--- config.mk ---
export PLATFORM = sky130hd
export DESIGN_NAME = ps2_frame_rx
export DESIGN_NICKNAME = d
export VERILOG_FILES = /design/src/rtl/ps2_pkg.sv /design/src/rtl/ps2_sync_edge.sv /design/src/rtl/ps2_frame_rx.sv
export SDC_FILE = /design/constraint.sdc
export NUM_CORES = 1
export LEC_CHECK = 0
export BUFFER_PORTS_ARGS = -buffer_cell sky130_fd_sc_hd__buf_2
export CELL_PAD_IN_SITES_DETAIL_PLACEMENT = 1
export CELL_PAD_IN_SITES_GLOBAL_PLACEMENT = 1
export CORE_ASPECT_RATIO = 1.1
export CORE_MARGIN = 2
export CORE_UTILIZATION = 30
export CTS_BUF_LIST = sky130_fd_sc_hd__clkbuf_2
export CTS_CLUSTER_DIAMETER = 120
export DETAILED_ROUTE_END_ITERATION = 8
export PLACE_DENSITY = 0.64
export SYNTH_ARGS = -nofsm -noshare
export SYNTH_HDL_FRONTEND = slang
export SYNTH_SLANG_ARGS = --single-unit
--- constraint.sdc ---
create_clock -name clk -period 4.79 [get_ports clk]
set_clock_uncertainty 0.15 [all_clocks]
set_input_delay 0.7185 -clock clk [delete_from_list [all_inputs] [get_ports clk]]
set_output_delay 0.7185 -clock clk [all_outputs]
set_load 0.01 [all_outputs]
--- src/rtl/ps2_pkg.sv ---
// Shared definitions for the PS/2 frame receiver: default parameter values
// and the receive FSM state encoding.
package ps2_pkg;

  localparam int DATA_BITS_DEF      = 8;
  localparam int PARITY_ODD_DEF     = 1;
  localparam int TIMEOUT_CYCLES_DEF = 100000;

  typedef enum logic [1:0] {
    ST_IDLE   = 2'd0,
    ST_DATA   = 2'd1,
    ST_PARITY = 2'd2,
    ST_STOP   = 2'd3
  } state_t;

endpackage

--- src/rtl/ps2_sync_edge.sv ---
// Brings the raw PS/2 clock and data lines into the clk domain through
// equal-depth two-flop synchronizers and flags the falling edge of the
// synchronized PS/2 clock. The data output is aligned with the strobe.
module ps2_sync_edge (
  input  logic clk,
  input  logic rst_n,
  input  logic ps2_clk,
  input  logic ps2_data,
  output logic sample,
  output logic data_sync
);

  logic clk_p0, clk_p1, clk_p2;
  logic data_p0, data_p1;

  // synchronizer chains; the PS/2 clock rests high, so its flops reset to 1
  always_ff @(posedge clk or negedge rst_n) begin
    if (!rst_n) begin
      clk_p0  <= 1'b1;
      clk_p1  <= 1'b1;
      clk_p2  <= 1'b1;
      data_p0 <= 1'b0;
      data_p1 <= 1'b0;
    end else begin
      clk_p0  <= ps2_clk;
      clk_p1  <= clk_p0;
      clk_p2  <= clk_p1;
      data_p0 <= ps2_data;
      data_p1 <= data_p0;
    end
  end

  // previous synchronized clock high, current low: falling edge
  assign sample    = clk_p2 & ~clk_p1;
  assign data_sync = data_p1;

endmodule

--- src/rtl/ps2_frame_rx.sv ---
// PS/2 device-to-host frame receiver: start bit, DATA_BITS payload bits
// LSB-first, parity bit, stop bit. Reports each frame with a one-cycle
// valid, parity_err or frame_err pulse.
// Optional feature macro PS2_RX_TIMEOUT_EN: aborts a partial frame when
// no PS/2 clock falling edge arrives for TIMEOUT_CYCLES clk cycles.
module ps2_frame_rx
  import ps2_pkg::*;
#(
  parameter int DATA_BITS      = DATA_BITS_DEF,
  parameter int PARITY_ODD     = PARITY_ODD_DEF,
  parameter int TIMEOUT_CYCLES = TIMEOUT_CYCLES_DEF
) (
  input  logic                 clk,
  input  logic                 rst_n,
  input  logic                 ps2_clk,
  input  logic                 ps2_data,
  output logic [DATA_BITS-1:0] data_out,
  output logic                 valid,
  output logic                 parity_err,
  output logic                 frame_err,
  output logic                 busy
);

  localparam int CNT_W = $clog2(DATA_BITS + 1);

  state_t               state, state_nxt;
  logic [CNT_W-1:0]     cnt;
  logic [DATA_BITS-1:0] shreg;
  logic                 par_bit;
  logic                 sample, data_sync;
  logic                 timeout;
  logic                 parity_ok;
  logic                 cnt_clr, cnt_inc, shift_en, par_ld, dout_ld;
  logic                 valid_nxt, perr_nxt, ferr_nxt;

  ps2_sync_edge u_sync (
    .clk       (clk),
    .rst_n     (rst_n),
    .ps2_clk   (ps2_clk),
    .ps2_data  (ps2_data),
    .sample    (sample),
    .data_sync (data_sync)
  );

  assign busy      = (state != ST_IDLE);
  assign parity_ok = ((^shreg) ^ par_bit) == 1'(PARITY_ODD);

`ifdef PS2_RX_TIMEOUT_EN
  localparam int TO_W = $clog2(TIMEOUT_CYCLES + 1);
  logic [TO_W-1:0] to_cnt;

  // measures clk cycles since the last PS/2 clock edge while a frame is open
  always_ff @(posedge clk or negedge rst_n) begin
    if (!rst_n)
      to_cnt <= '0;
    else if (sample || !busy || timeout)
      to_cnt <= '0;
    else
      to_cnt <= to_cnt + 1'b1;
  end

  // a real edge in the same cycle wins over the timeout
  assign timeout = busy && !sample && (to_cnt == TO_W'(TIMEOUT_CYCLES - 1));
`else
  assign timeout = 1'b0;
`endif

  // FSM state register
  always_ff @(posedge clk or negedge rst_n) begin
    if (!rst_n)
      state <= ST_IDLE;
    else
      state <= state_nxt;
  end

  // next-state and datapath control decode
  always_comb begin
    state_nxt = state;
    cnt_clr   = 1'b0;
    cnt_inc   = 1'b0;
    shift_en  = 1'b0;
    par_ld    = 1'b0;
    dout_ld   = 1'b0;
    valid_nxt = 1'b0;
    perr_nxt  = 1'b0;
    ferr_nxt  = 1'b0;
    case (state)
      ST_IDLE: begin
        // a high bit while idle is line noise, not a start bit
        if (sample && !data_sync) begin
          state_nxt = ST_DATA;
          cnt_clr   = 1'b1;
        end
      end
      ST_DATA: begin
        if (sample) begin
          shift_en = 1'b1;
          cnt_inc  = 1'b1;
          if (cnt == CNT_W'(DATA_BITS - 1))
            state_nxt = ST_PARITY;
        end
      end
      ST_PARITY: begin
        if (sample) begin
          par_ld    = 1'b1;
          state_nxt = ST_STOP;
        end
      end
      ST_STOP: begin
        if (sample) begin
          state_nxt = ST_IDLE;
          if (!data_sync)
            ferr_nxt = 1'b1;
          else if (!parity_ok)
            perr_nxt = 1'b1;
          else begin
            valid_nxt = 1'b1;
            dout_ld   = 1'b1;
          end
        end
      end
      default: state_nxt = ST_IDLE;
    endcase
    if (timeout) begin
      state_nxt = ST_IDLE;
      ferr_nxt  = 1'b1;
    end
  end

  // bit counter, shift register, parity latch, result and status pulses
  always_ff @(posedge clk or negedge rst_n) begin
    if (!rst_n) begin
      cnt        <= '0;
      shreg      <= '0;
      par_bit    <= 1'b0;
      data_out   <= '0;
      valid      <= 1'b0;
      parity_err <= 1'b0;
      frame_err  <= 1'b0;
    end else begin
      if (cnt_clr)
        cnt <= '0;
      else if (cnt_inc && (cnt != CNT_W'(DATA_BITS)))
        cnt <= cnt + 1'b1;
      if (shift_en)
        shreg <= {data_sync, shreg[DATA_BITS-1:1]};
      if (par_ld)
        par_bit <= data_sync;
      if (dout_ld)
        data_out <= shreg;
      valid      <= valid_nxt;
      parity_err <= perr_nxt;
      frame_err  <= ferr_nxt;
    end
  end

endmodule

==> insert_results.sql, run 1 <==
INSERT INTO impl_metrics (metric_group, metric, value, unit) VALUES
('critical_path', 'timing.critical_path.slowest_stage_cell', 'xnor3_2', ''),
('critical_path', 'worst_path_class_setup', 'reg -> reg', ''),
('floorplan', 'dieArea', '5090', 'sq um'),
('grt', 'total_routing_usage_reported_by_global_routing', '11.2', '%'),
('drt', 'vias', '869', ''),
('clock_tree', 'ctsHtreeMaxLevel', '2', ''),
('clock_tree', 'hold_buffers', '0', ''),
('sta', 'rsz0062_at_grt', 'no', ''),
('critical_path', 'critical_path_arrival', '2.28', 'ns'),
('logic_synthesis', 'synth_compound_area_share', '2.67', '%'),
('layout', 'nets', '145', ''),
('logic_synthesis', 'synthesis.yosys.warnings', '0', ''),
('placement', 'dpl.cell_count', '182', ''),
('job', 'drv_cap', '0', ''),
('logic_synthesis', 'share_of_synthesized_registers_carrying_an_async_set_or_reset', '100', '%'),
('grt', 'grt_overflow', '0', ''),
('grt', 'grt.met2_usage', '18.9', '%'),
('sta', 'finalCriticalPeriod', '2.18', 'ns'),
('sta', 'fin_hold_ws', '0.216', 'ns'),
('critical_path', 'cp_data_required_time', '4.90', 'ns'),
('critical_path', 'crit_buf_inv', '0', ''),
('logic_synthesis', 'synth_simple_gate_area_share', '14.0', '%'),
('grt', 'vias_in_the_first_global_route', '902', ''),
('sta', 'relSlewSlack', '54.4', '%'),
('logic_synthesis', 'avgSynthCellArea', '11.9', 'sq um'),
('logic_synthesis', 'yosys.cell_types.count', '26', ''),
('drt', 'drt_pre_antenna_iters', '2', ''),
('grt', 'global_route.peak_usage_layer', 'met2', ''),
('clock_tree', 'cts_tree', 'yes', ''),
('sta', 'setup_tns', '0', 'ns'),
('critical_path', 'critical_path.endpoint_type', 'flop', ''),
('critical_path', 'path_delay_family', 'multiplexers', ''),
('critical_path', 'r2r_cells', '4', ''),
('power_and_ir_drop', 'ir_worst_vdd', '219', 'uV'),
('clock_tree', 'cts.repair.resized', '0', ''),
('clock_tree', 'clkSinkCount', '31', ''),
('placement', 'place.detailed.hpwl', '1830', 'um'),
('sta', 'max_transition_viols_final', '0', ''),
('power_and_ir_drop', 'clock_power_share', '14.0', '%'),
('grt', 'largest_net_degree_at_the_start_of_global_routing', '32', ''),
('logic_synthesis', 'synth-adder-area-share', '5.52', '%'),
('sta', 'hold_violations', '0', ''),
('grt', 'grt_antenna_before_repair', '0', ''),
('layout', 'layout-area-overhead-vs-synth', '13.2', '%'),
('logic_synthesis', 'ys_dominant_reg_cell', 'dfrtp_1', ''),
('drt', 'drc_errors', '0', ''),
('grt', 'gr-usage-met1', '12.8', '%'),
('layout', 'final_cells', '190', ''),
('sta', 'report.final.setup_viol', '0', ''),
('power_and_ir_drop', 'p_comb_share', '40.5', '%'),
('layout', 'drive_above_1_share', '27.9', '%'),
('floorplan', 'total_i_o_pin_count', '16', ''),
('status', 'run_status', 'finished clean', ''),
('logic_synthesis', 'synth_edf_count', '0', ''),
('floorplan', 'die_y_extent', '74.6', 'um'),
('power_and_ir_drop', 'p_sw_share', '36.5', '%'),
('logic_synthesis', 'seq_area_frac_synth', '57.3', '%'),
('critical_path', 'critical-path-max-stage-delay', '0.50', 'ns'),
('grt', 'use_met3', '4.48', '%'),
('layout', 'insertedDiodeCount', '0', ''),
('drt', 'post_drt_via_cell_ratio', '4.57', ''),
('critical_path', 'worst_r2r_startpoint', 'shreg[2]', ''),
('power_and_ir_drop', 'sequential_share_of_power', '45.4', '%'),
('power_and_ir_drop', 'p_int', '0.549', 'mW'),
('sta', 'maxClockFrequency', '460', 'MHz'),
('logic_synthesis', 'synth.ff_latch_count', '31', ''),
('drt', 'drt_iter0_drc', '27', ''),
('grt', 'grt_pass1_wl', '4110', 'um'),
('logic_synthesis', 'synth_top_family_by_area', 'simple AND/OR/NAND/NOR gates', ''),
('clock_tree', 'clk_root_buffer_cell', 'clkbuf_2', ''),
('logic_synthesis', 'postSynthNetCount', '124', '');
==> worst reg2reg max path: cells and delay by family (launching register included) <==
family    cells  cell delay (ns)
xor+xnor      2             0.72
flops         1             0.47
mux           2             0.75
==> metal layers <==
metal / up-vias / part of all wire [%]
met5: - / 0
met4: 0 / 1.6
met3: 6 / 4.9
met2: 17 / 52
met1: 433 / 42
li1: 413 / -
==> worst max path at each step <==
stage,startpoint,end,depth (start not counted)
finish,shreg[2],data_out[1],4
global route,state[0],busy,4
CTS,state[0],busy,4
detailed placement,shreg[2],data_out[6],4
global placement,shreg[2],data_out[1],4
floorplan,shreg[2],data_out[0],4
==> power by group through the flow <==
| stage | logic (mW) | clock network, mW | registers, mW |
|---|---|---|---|
| 6_report | 0.351 | 0.121 | 0.393 |
| 5_1_grt | 0.390 | 0.143 | 0.405 |
| 4_1_cts | 0.359 | 0.133 | 0.395 |
| 3_5_place_dp | 0.358 | 0 | 0.400 |
| 3_3_place_gp | 0.336 | 0 | 0.397 |
| 2_1_floorplan | 0.274 | 0 | 0.393 |
==> state kept, by name, summed over array words and instances, names as in the netlist <==
register and count:
data_out 8, u_sync.clk_p1 1, frame_err 1, parity_err 1, state 2, par_bit 1, u_sync.data_p0 1, shreg 8
u_sync.clk_p2 1, u_sync.clk_p0 1, valid 1, cnt 4, u_sync.data_sync 1
==> stage by stage <==
step | setup WS, ns | total power [mW] | util, % | cell area [sq um]
finish | 2.61 | 0.865 | 35.7 | 1540
global route | 2.49 | 0.939 | 35.7 | 1540
CTS | 2.59 | 0.887 | 35.7 | 1540
detailed placement | 2.62 | 0.758 | 34.7 | 1500
global placement | 2.70 | 0.732 | 34.7 | 1500
floorplan | 2.83 | 0.667 | - | 1360
==> synthesized netlist by cell type, types with 2 or more instances <==
| library cell | number | area share [%] |
|---|---|---|
| dfstp_2 | 3 | 5.8 |
| nand2_1 | 28 | 7.7 |
| dfrtp_1 | 28 | 52 |
| mux2_2 | 10 | 8.3 |
| nor2b_1 | 2 | 0.92 |
| xnor2_1 | 3 | 1.9 |
| ha_1 | 6 | 5.5 |
| inv_1 | 6 | 1.7 |
| nor2_1 | 8 | 2.2 |
| xor2_1 | 4 | 2.6 |
==> placed cells by master (no fill, tap or decap), drive strengths merged <==
cell	instances
mux2	10
ha	6
dfstp	3
xnor2	3
o32a	1
clkbuf	5
o2bb2ai	1
xor2	4
inv	6
nand3b	1
a21oi	1
nand2	28
o211ai	1
nor2b	2
nand4	1
nand4b	1
and3	1
clkinv	3
dfrtp	28
buf	15
nor3	1
nor2	8
xnor3	2
mux2i	2
and3b	1
o21ai	1
==> layout make-up <==
type / count / area share, %
Timing Repair Buffer: 15 / 4.88
Multi-Input combinational cell: 76 / 36.0
Tap cell: 54 / 4.39
Sequential cell: 31 / 50.7
Inverter: 6 / 1.46
Clock inverter: 3 / 0.976
Clock buffer: 5 / 1.63
==> cells by family after synthesis <==
| kind of cell | count (synthesis) |
|---|---|
| simple gates | 44 |
| flops | 31 |
| mux | 12 |
| xor+xnor | 9 |
| buf+inv | 7 |
| fa+ha+maj | 6 |
| compound gates | 5 |
Note: power is estimated with default switching activity, not from simulation.
==> run 2: changes to the inputs <==
--- a/config.mk
+++ b/config.mk
@@ -14,7 +14,7 @@
 export CTS_BUF_LIST = sky130_fd_sc_hd__clkbuf_2
 export CTS_CLUSTER_DIAMETER = 120
 export DETAILED_ROUTE_END_ITERATION = 8
-export PLACE_DENSITY = 0.64
+export PLACE_DENSITY = 0.66
 export SYNTH_ARGS = -nofsm -noshare
 export SYNTH_HDL_FRONTEND = slang
 export SYNTH_SLANG_ARGS = --single-unit
==> constraint.sdc (replaced) <==
create_clock -name clk -period 2 [get_ports clk]
set_clock_uncertainty 0.15 [all_clocks]
set_input_delay 0.3 -clock clk [delete_from_list [all_inputs] [get_ports clk]]
set_output_delay 0.3 -clock clk [all_outputs]
set_load 0.01 [all_outputs]
==> insert_results.sql, run 2 (same netlist as run 1, synthesis figures left out) <==
INSERT INTO impl_metrics (metric_group, metric, value, unit) VALUES
('floorplan', 'total_i_o_pin_count', '16', ''),
('clock_tree', 'ctsHtreeMaxLevel', '2', ''),
('power_and_ir_drop', 'leakage_dissipation', '0.899', 'nW'),
('floorplan', 'design.core.area', '4320', 'sq um'),
('power_and_ir_drop', 'p_int', '1.57', 'mW'),
('drt', 'drt_wl_total', '2520', 'um'),
('sta', 'max_transition_viols_final', '0', ''),
('power_and_ir_drop', 'p_per_area', '1400', 'nW/um^2'),
('power_and_ir_drop', 'ir_worst_vdd', '707', 'uV'),
('layout', 'insertedDiodeCount', '0', ''),
('layout', 'drive_above_1_share', '30.6', '%'),
('clock_tree', 'cts_inserted_buffers', '5', ''),
('floorplan', 'die_y_extent', '74.6', 'um'),
('power_and_ir_drop', 'clock_power_share', '18.1', '%'),
('drt', 'post_drt_via_cell_ratio', '4.50', ''),
('drt', 'drt_iter0_drc', '31', ''),
('layout', 'multi_input_area', '566', 'sq um'),
('layout', 'final_cells', '201', ''),
('placement', 'place_congestion', '0.661', ''),
('clock_tree', 'post_cts_buffers', '0', ''),
('critical_path', 'critical_path_arrival', '2.13', 'ns'),
('power_and_ir_drop', 'sequential_share_of_power', '39.3', '%'),
('layout', 'reg_top3', 'data_out x8, shreg x8, cnt x4', ''),
('drt', 'wire_per_inst', '12.5', 'um'),
('critical_path', 'worst_path_class_setup', 'reg -> reg', ''),
('status', 'run_status', 'finished clean', ''),
('grt', 'grt_antenna_before_repair', '0', ''),
('grt', 'largest_net_degree_at_the_start_of_global_routing', '32', ''),
('power_and_ir_drop', 'p_sw_share', '33.3', '%'),
('placement', 'port-buffer-count', '15', ''),
('grt', 'vias_in_the_first_global_route', '1035', ''),
('placement', 'place.detailed.hpwl', '1850', 'um'),
('grt', 'grt_pass1_wl', '4420', 'um'),
('critical_path', 'critical_path.endpoint_type', 'flop', ''),
('critical_path', 'path_max_fanout', '9', ''),
('layout', 'layout.area.seq', '779', 'sq um'),
('clock_tree', 'clkSinkCount', '31', ''),
('grt', 'grt_overflow', '0', ''),
('power_and_ir_drop', 'switching_power', '0.783', 'mW'),
('floorplan', 'dieArea', '5090', 'sq um'),
('sta', 'report.final.setup_viol', '0', ''),
('layout', 'layout-area-overhead-vs-synth', '23.3', '%'),
('layout', 'fillerInstances', '495', ''),
('floorplan', 'die_w', '68.2', 'um'),
('placement', 'dpl.cell_count', '190', ''),
('sta', 'finalCriticalPeriod', '2.00', 'ns'),
('critical_path', 'worst_setup_path_start_kind', 'flop', ''),
('floorplan', 'floorplan.rows', '25', ''),
('sta', 'relSlewSlack', '54.8', '%'),
('power_and_ir_drop', 'total_power', '2.35', 'mW'),
('placement', 'placedInstanceArea', '1570', 'sq um'),
('drt', 'drc_errors', '0', ''),
('sta', 'layout_worst_path_cycle_share', '100', '%'),
('sta', 'maxClockFrequency', '500', 'MHz'),
('layout', 'nets', '156', ''),
('grt', 'total_routing_usage_reported_by_global_routing', '12.0', '%'),
('clock_tree', 'clock_insertion_delay_worst_skew', '0.37', 'ns'),
('min_path', 'hold_path.class', 'reg -> reg', ''),
('drt', 'detail-route-antenna-nets', '0', ''),
('drt', 'vias', '904', ''),
('sta', 'hold_violations', '0', ''),
('sta', 'rsz0062_at_grt', 'yes', ''),
('critical_path', 'cp_data_required_time', '2.14', 'ns'),
('drt', 'drt_pre_antenna_iters', '4', ''),
('job', 'drv_cap', '0', ''),
('placement', 'place_ws', '-0.00956', 'ns'),
('clock_tree', 'cts_tree', 'yes', ''),
('power_and_ir_drop', 'p_comb_share', '42.6', '%'),
('layout', 'postLayoutCellArea', '1680', 'sq um'),
('sta', 'max_slew.worst_pin.slew', '0.677', 'ns'),
('clock_tree', 'worst_setup_hold_path_clk_slew', '0.17', 'ns'),
('clock_tree', 'clock_tree.buffer_depth', '2', ''),
('sta', 'setup_tns', '0', 'ns'),
('sta', 'postLayoutSetupSlackWorst', '0.000207', 'ns'),
('layout', 'layout_common_cells', 'nand2_1 (28), dfrtp_1 (28), buf_2 (15), nor2_1 (8)', ''),
('floorplan', 'initial_core_util', '31.5', '%'),
('clock_tree', 'clk_root_buffer_cell', 'clkbuf_2', '');
-- run 2: worst paths after layout --
| kind | from | to | slack, ns | cells after the start |
|---|---|---|---|---|
| worst min-delay path | u_sync.clk_p0 | u_sync.clk_p1 | 0.22 | 0 |
| min in group asynchronous | rst_n | data_out[2] | 0.32 | 2 |
| worst min register to register | u_sync.clk_p0 | u_sync.clk_p1 | 0.22 | 0 |
| worst max-delay path | shreg[2] | data_out[1] | 0.0002 | 5 |
| worst max register to register | shreg[2] | data_out[1] | 0.0002 | 5 |
| max in group asynchronous | rst_n | state[1] | 0.92 | 2 |
-- run 2: area by class of cell --
cell class,instances,share of cell area [%]
well taps,54,4.03
flip-flops and latches,31,46.5
clock inverters,3,2.31
inverters,6,1.34
repair buffers,26,10.6
multi-input cells,76,33.7
clock buffers,5,1.49
-- run 2: routing by layer --
layer  routed length (um)  up-vias  global-route usage (%)
met5                    0        -                       0
met4                   23        0                    6.00
met3                  120        2                    3.59
met2                 1310       16                    21.7
met1                 1060      452                    12.6
li1                     -      434                       -
-- run 2: metrics by stage --
step | hold WS [ns] | util [%]
6_report | 0.219 | 38.8
5_1_grt | 0.228 | 38.8
4_1_cts | 0.224 | 38.8
3_5_place_dp | 0.190 | 36.4
3_3_place_gp | 0.183 | 36.4
2_1_floorplan | -0.146 | -
-- run 2: repair_timing --
item,in CTS,in global routing
hold endpoints to repair,30,0
gates resized for setup,2,1
hold buffers,3,0
endpoints found under the setup margin,8,8
-- run 2: power groups by stage --
stage	Clock [mW]	Sequential [mW]	Combinational, mW
6_report	0.426	0.924	1.00
3_5_place_dp	0	0.940	1.01
3_3_place_gp	0	0.925	0.968
5_1_grt	0.478	0.952	1.14
2_1_floorplan	0	0.941	0.655
4_1_cts	0.448	0.927	1.03
-- run 2: critical path, stage by stage (launching register included) --
cell     delay (ns)
dfrtp_1        0.42
xor2_1         0.16
xnor3_2        0.44
mux2i_4        0.26
buf_12         0.16
mux2_2         0.33
==> run 3: changes to the inputs <==
--- a/config.mk
+++ b/config.mk
@@ -14,7 +14,8 @@
 export CTS_BUF_LIST = sky130_fd_sc_hd__clkbuf_2
 export CTS_CLUSTER_DIAMETER = 120
 export DETAILED_ROUTE_END_ITERATION = 8
-export PLACE_DENSITY = 0.66
+export MAX_ROUTING_LAYER = met4
+export PLACE_DENSITY = 0.64
 export SYNTH_ARGS = -nofsm -noshare
 export SYNTH_HDL_FRONTEND = slang
 export SYNTH_SLANG_ARGS = --single-unit
==> constraint.sdc (replaced) <==
create_clock -name clk -period 2.6 [get_ports clk]
set_clock_uncertainty 0.15 [all_clocks]
set_input_delay 0.39 -clock clk [delete_from_list [all_inputs] [get_ports clk]]
set_output_delay 0.39 -clock clk [all_outputs]
set_load 0.01 [all_outputs]
==> insert_results.sql, run 3 (same netlist as run 1, synthesis figures left out) <==
INSERT INTO impl_metrics (metric_group, metric, value, unit) VALUES
('status', 'run_status', 'finished clean', ''),
('power_and_ir_drop', 'leakage_dissipation', '0.827', 'nW'),
('critical_path', 'cp_data_required_time', '2.70', 'ns'),
('clock_tree', 'clkSinkCount', '31', ''),
('critical_path', 'r2r_cells', '4', ''),
('grt', 'total_routing_usage_reported_by_global_routing', '11.6', '%'),
('grt', 'largest_net_degree_at_the_start_of_global_routing', '32', ''),
('power_and_ir_drop', 'p_comb_share', '40.8', '%'),
('clock_tree', 'cts.repair.resized', '0', ''),
('drt', 'drc_errors', '0', ''),
('sta', 'postLayoutSetupSlackWorst', '0.472', 'ns'),
('sta', 'max_slew.worst_pin.slew', '0.681', 'ns'),
('power_and_ir_drop', 'p_sw_share', '35.8', '%'),
('power_and_ir_drop', 'ir_worst_vdd', '390', 'uV'),
('layout', 'insertedDiodeCount', '0', ''),
('power_and_ir_drop', 'sequential_share_of_power', '46.2', '%'),
('layout', 'layout_common_cells', 'nand2_1 (28), dfrtp_1 (28), buf_2 (15), mux2_2 (10), nor2_1 (8)', ''),
('critical_path', 'worst_r2r_startpoint', 'shreg[2]', ''),
('sta', 'max_transition_viols_final', '0', ''),
('drt', 'drt_iter0_drc', '51', ''),
('critical_path', 'path_max_fanout', '9', ''),
('clock_tree', 'clk_root_buffer_cell', 'clkbuf_2', ''),
('clock_tree', 'post_cts_buffers', '0', ''),
('critical_path', 'worstReg2RegEnd', 'data_out[5]', ''),
('drt', 'detail-route-antenna-nets', '0', ''),
('clock_tree', 'cts_tree', 'yes', ''),
('floorplan', 'die_y_extent', '74.6', 'um'),
('sta', 'hold_violations', '0', ''),
('grt', 'vias_in_the_first_global_route', '944', ''),
('drt', 'post_drt_via_cell_ratio', '4.57', ''),
('layout', 'nets', '148', ''),
('critical_path', 'critical_path.endpoint_type', 'flop', ''),
('placement', 'place_congestion', '0.701', ''),
('floorplan', 'floorplan.rows', '25', ''),
('sta', 'rsz0062_at_grt', 'no', ''),
('placement', 'port-buffer-count', '15', ''),
('floorplan', 'initial_core_util', '31.5', '%'),
('floorplan', 'die_w', '68.2', 'um'),
('clock_tree', 'ctsHtreeMaxLevel', '2', ''),
('critical_path', 'worst_path_class_setup', 'reg -> reg', ''),
('sta', 'relSlewSlack', '54.6', '%'),
('critical_path', 'end_point_of_the_critical_path', 'data_out[5]', ''),
('power_and_ir_drop', 'switching_power', '0.562', 'mW'),
('grt', 'grt_antenna_before_repair', '0', ''),
('drt', 'drt_pre_antenna_iters', '2', ''),
('sta', 'maxClockFrequency', '470', 'MHz'),
('sta', 'report.final.setup_viol', '0', ''),
('drt', 'vias', '877', ''),
('clock_tree', 'worst_setup_hold_path_clk_slew', '0.14', 'ns'),
('critical_path', 'worstSetupStartpoint', 'shreg[2]', ''),
('drt', 'drt_wl_total', '2410', 'um'),
('clock_tree', 'cts_inserted_buffers', '5', ''),
('floorplan', 'total_i_o_pin_count', '16', ''),
('power_and_ir_drop', 'p_int', '1.01', 'mW'),
('sta', 'finalCriticalPeriod', '2.13', 'ns'),
('job', 'drv_cap', '0', ''),
('drt', 'wire_per_inst', '12.5', 'um'),
('sta', 'setup_tns', '0', 'ns'),
('layout', 'layout-area-overhead-vs-synth', '14.9', '%'),
('placement', 'place_ws', '0.480', 'ns'),
('clock_tree', 'clock_tree.buffer_depth', '2', ''),
('power_and_ir_drop', 'p_per_area', '1010', 'nW/um^2'),
('clock_tree', 'clock_insertion_delay_worst_skew', '0.34', 'ns'),
('grt', 'grt_pass1_wl', '4200', 'um'),
('critical_path', 'critical_path_arrival', '2.23', 'ns'),
('floorplan', 'design.core.area', '4320', 'sq um'),
('placement', 'place.detailed.hpwl', '1800', 'um'),
('critical_path', 'reg2reg_slack', '0.47', 'ns'),
('layout', 'drive_above_1_share', '26.1', '%'),
('grt', 'grt_overflow', '0', ''),
('critical_path', 'worst_setup_path_start_kind', 'flop', ''),
('floorplan', 'dieArea', '5090', 'sq um'),
('layout', 'reg_top3', 'data_out x8, shreg x8, cnt x4', ''),
('power_and_ir_drop', 'clock_power_share', '13.0', '%'),
('sta', 'layout_worst_path_cycle_share', '81.9', '%'),
('min_path', 'hold_path.class', 'reg -> reg', '');
==> run 3: changes by cell type in the layout (fill, tap and decap cells not counted), sizes merged <==
cell and change:
buf -8, bufinv -1
==> run 3: final cells by class <==
cell class	instances	area [sq um]
sequential	31	779
fill	498	2750
multi-input combinational	76	554
clock buffer	5	25.0
clock inverter	2	8.76
inverter	6	22.5
timing repair buffer	18	105
tap	54	67.6
==> run 3: worst max-delay path: stages, from the launching register on <==
cell     delay [ns]
dfrtp_1        0.47
xor2_1         0.19
xnor3_2        0.45
mux2i_4        0.40
mux2_2         0.38
==> run 3: metrics by stage <==
| stage | utilization [%] | total power [mW] | instance area, sq um | hold WS [ns] | std cells |
|---|---|---|---|---|---|
| 2_1_floorplan | - | 1.23 | 1360 | -0.0556 | 114 |
| 3_5_place_dp | 34.7 | 1.39 | 1500 | 0.191 | 182 |
| 4_1_cts | 36.2 | 1.60 | 1560 | 0.222 | 192 |
| 6_report | 36.2 | 1.57 | 1560 | 0.219 | 192 |
| 5_1_grt | 36.2 | 1.70 | 1560 | 0.224 | 192 |
| 3_3_place_gp | 34.7 | 1.35 | 1500 | 0.184 | 182 |
==> run 3: per-layer routing <==
metal / up-vias / wire length (um) / global-route usage, %
met3: 5 / 106 / 4.48
met4: 0 / 27 / 4.00
met2: 17 / 1290 / 20.0
li1: 421 / - / -
met1: 434 / 980 / 11.9
met5: - / 0 / -
==> run 3: worst min-delay path by stage <==
| stage | depth (start not counted) | end | slack [ns] | startpoint |
|---|---|---|---|---|
| after floorplan | 0 | cnt[0] | -0.06 | rst_n |
| after CTS | 0 | u_sync.clk_p1 | 0.22 | u_sync.clk_p0 |
| after global placement | 0 | u_sync.data_sync | 0.18 | u_sync.data_p0 |
| after detailed placement | 0 | u_sync.data_sync | 0.19 | u_sync.data_p0 |
| final | 0 | u_sync.data_sync | 0.22 | u_sync.data_p0 |
| after global routing | 0 | u_sync.clk_p1 | 0.22 | u_sync.clk_p0 |
==> run 3: power by group through the flow <==
stage	sequential [mW]	clock (mW)	combinational (mW)
floorplan	0.724	0	0.504
global placement	0.731	0	0.618
detailed placement	0.738	0	0.648
CTS	0.728	0.222	0.654
global route	0.748	0.242	0.711
finish	0.726	0.205	0.641
==> run 3: timing repair <==
action,4_1_cts,5_1_grt
hold endpoints to repair,30,0
setup endpoints to repair,0,0
hold buffers,3,0
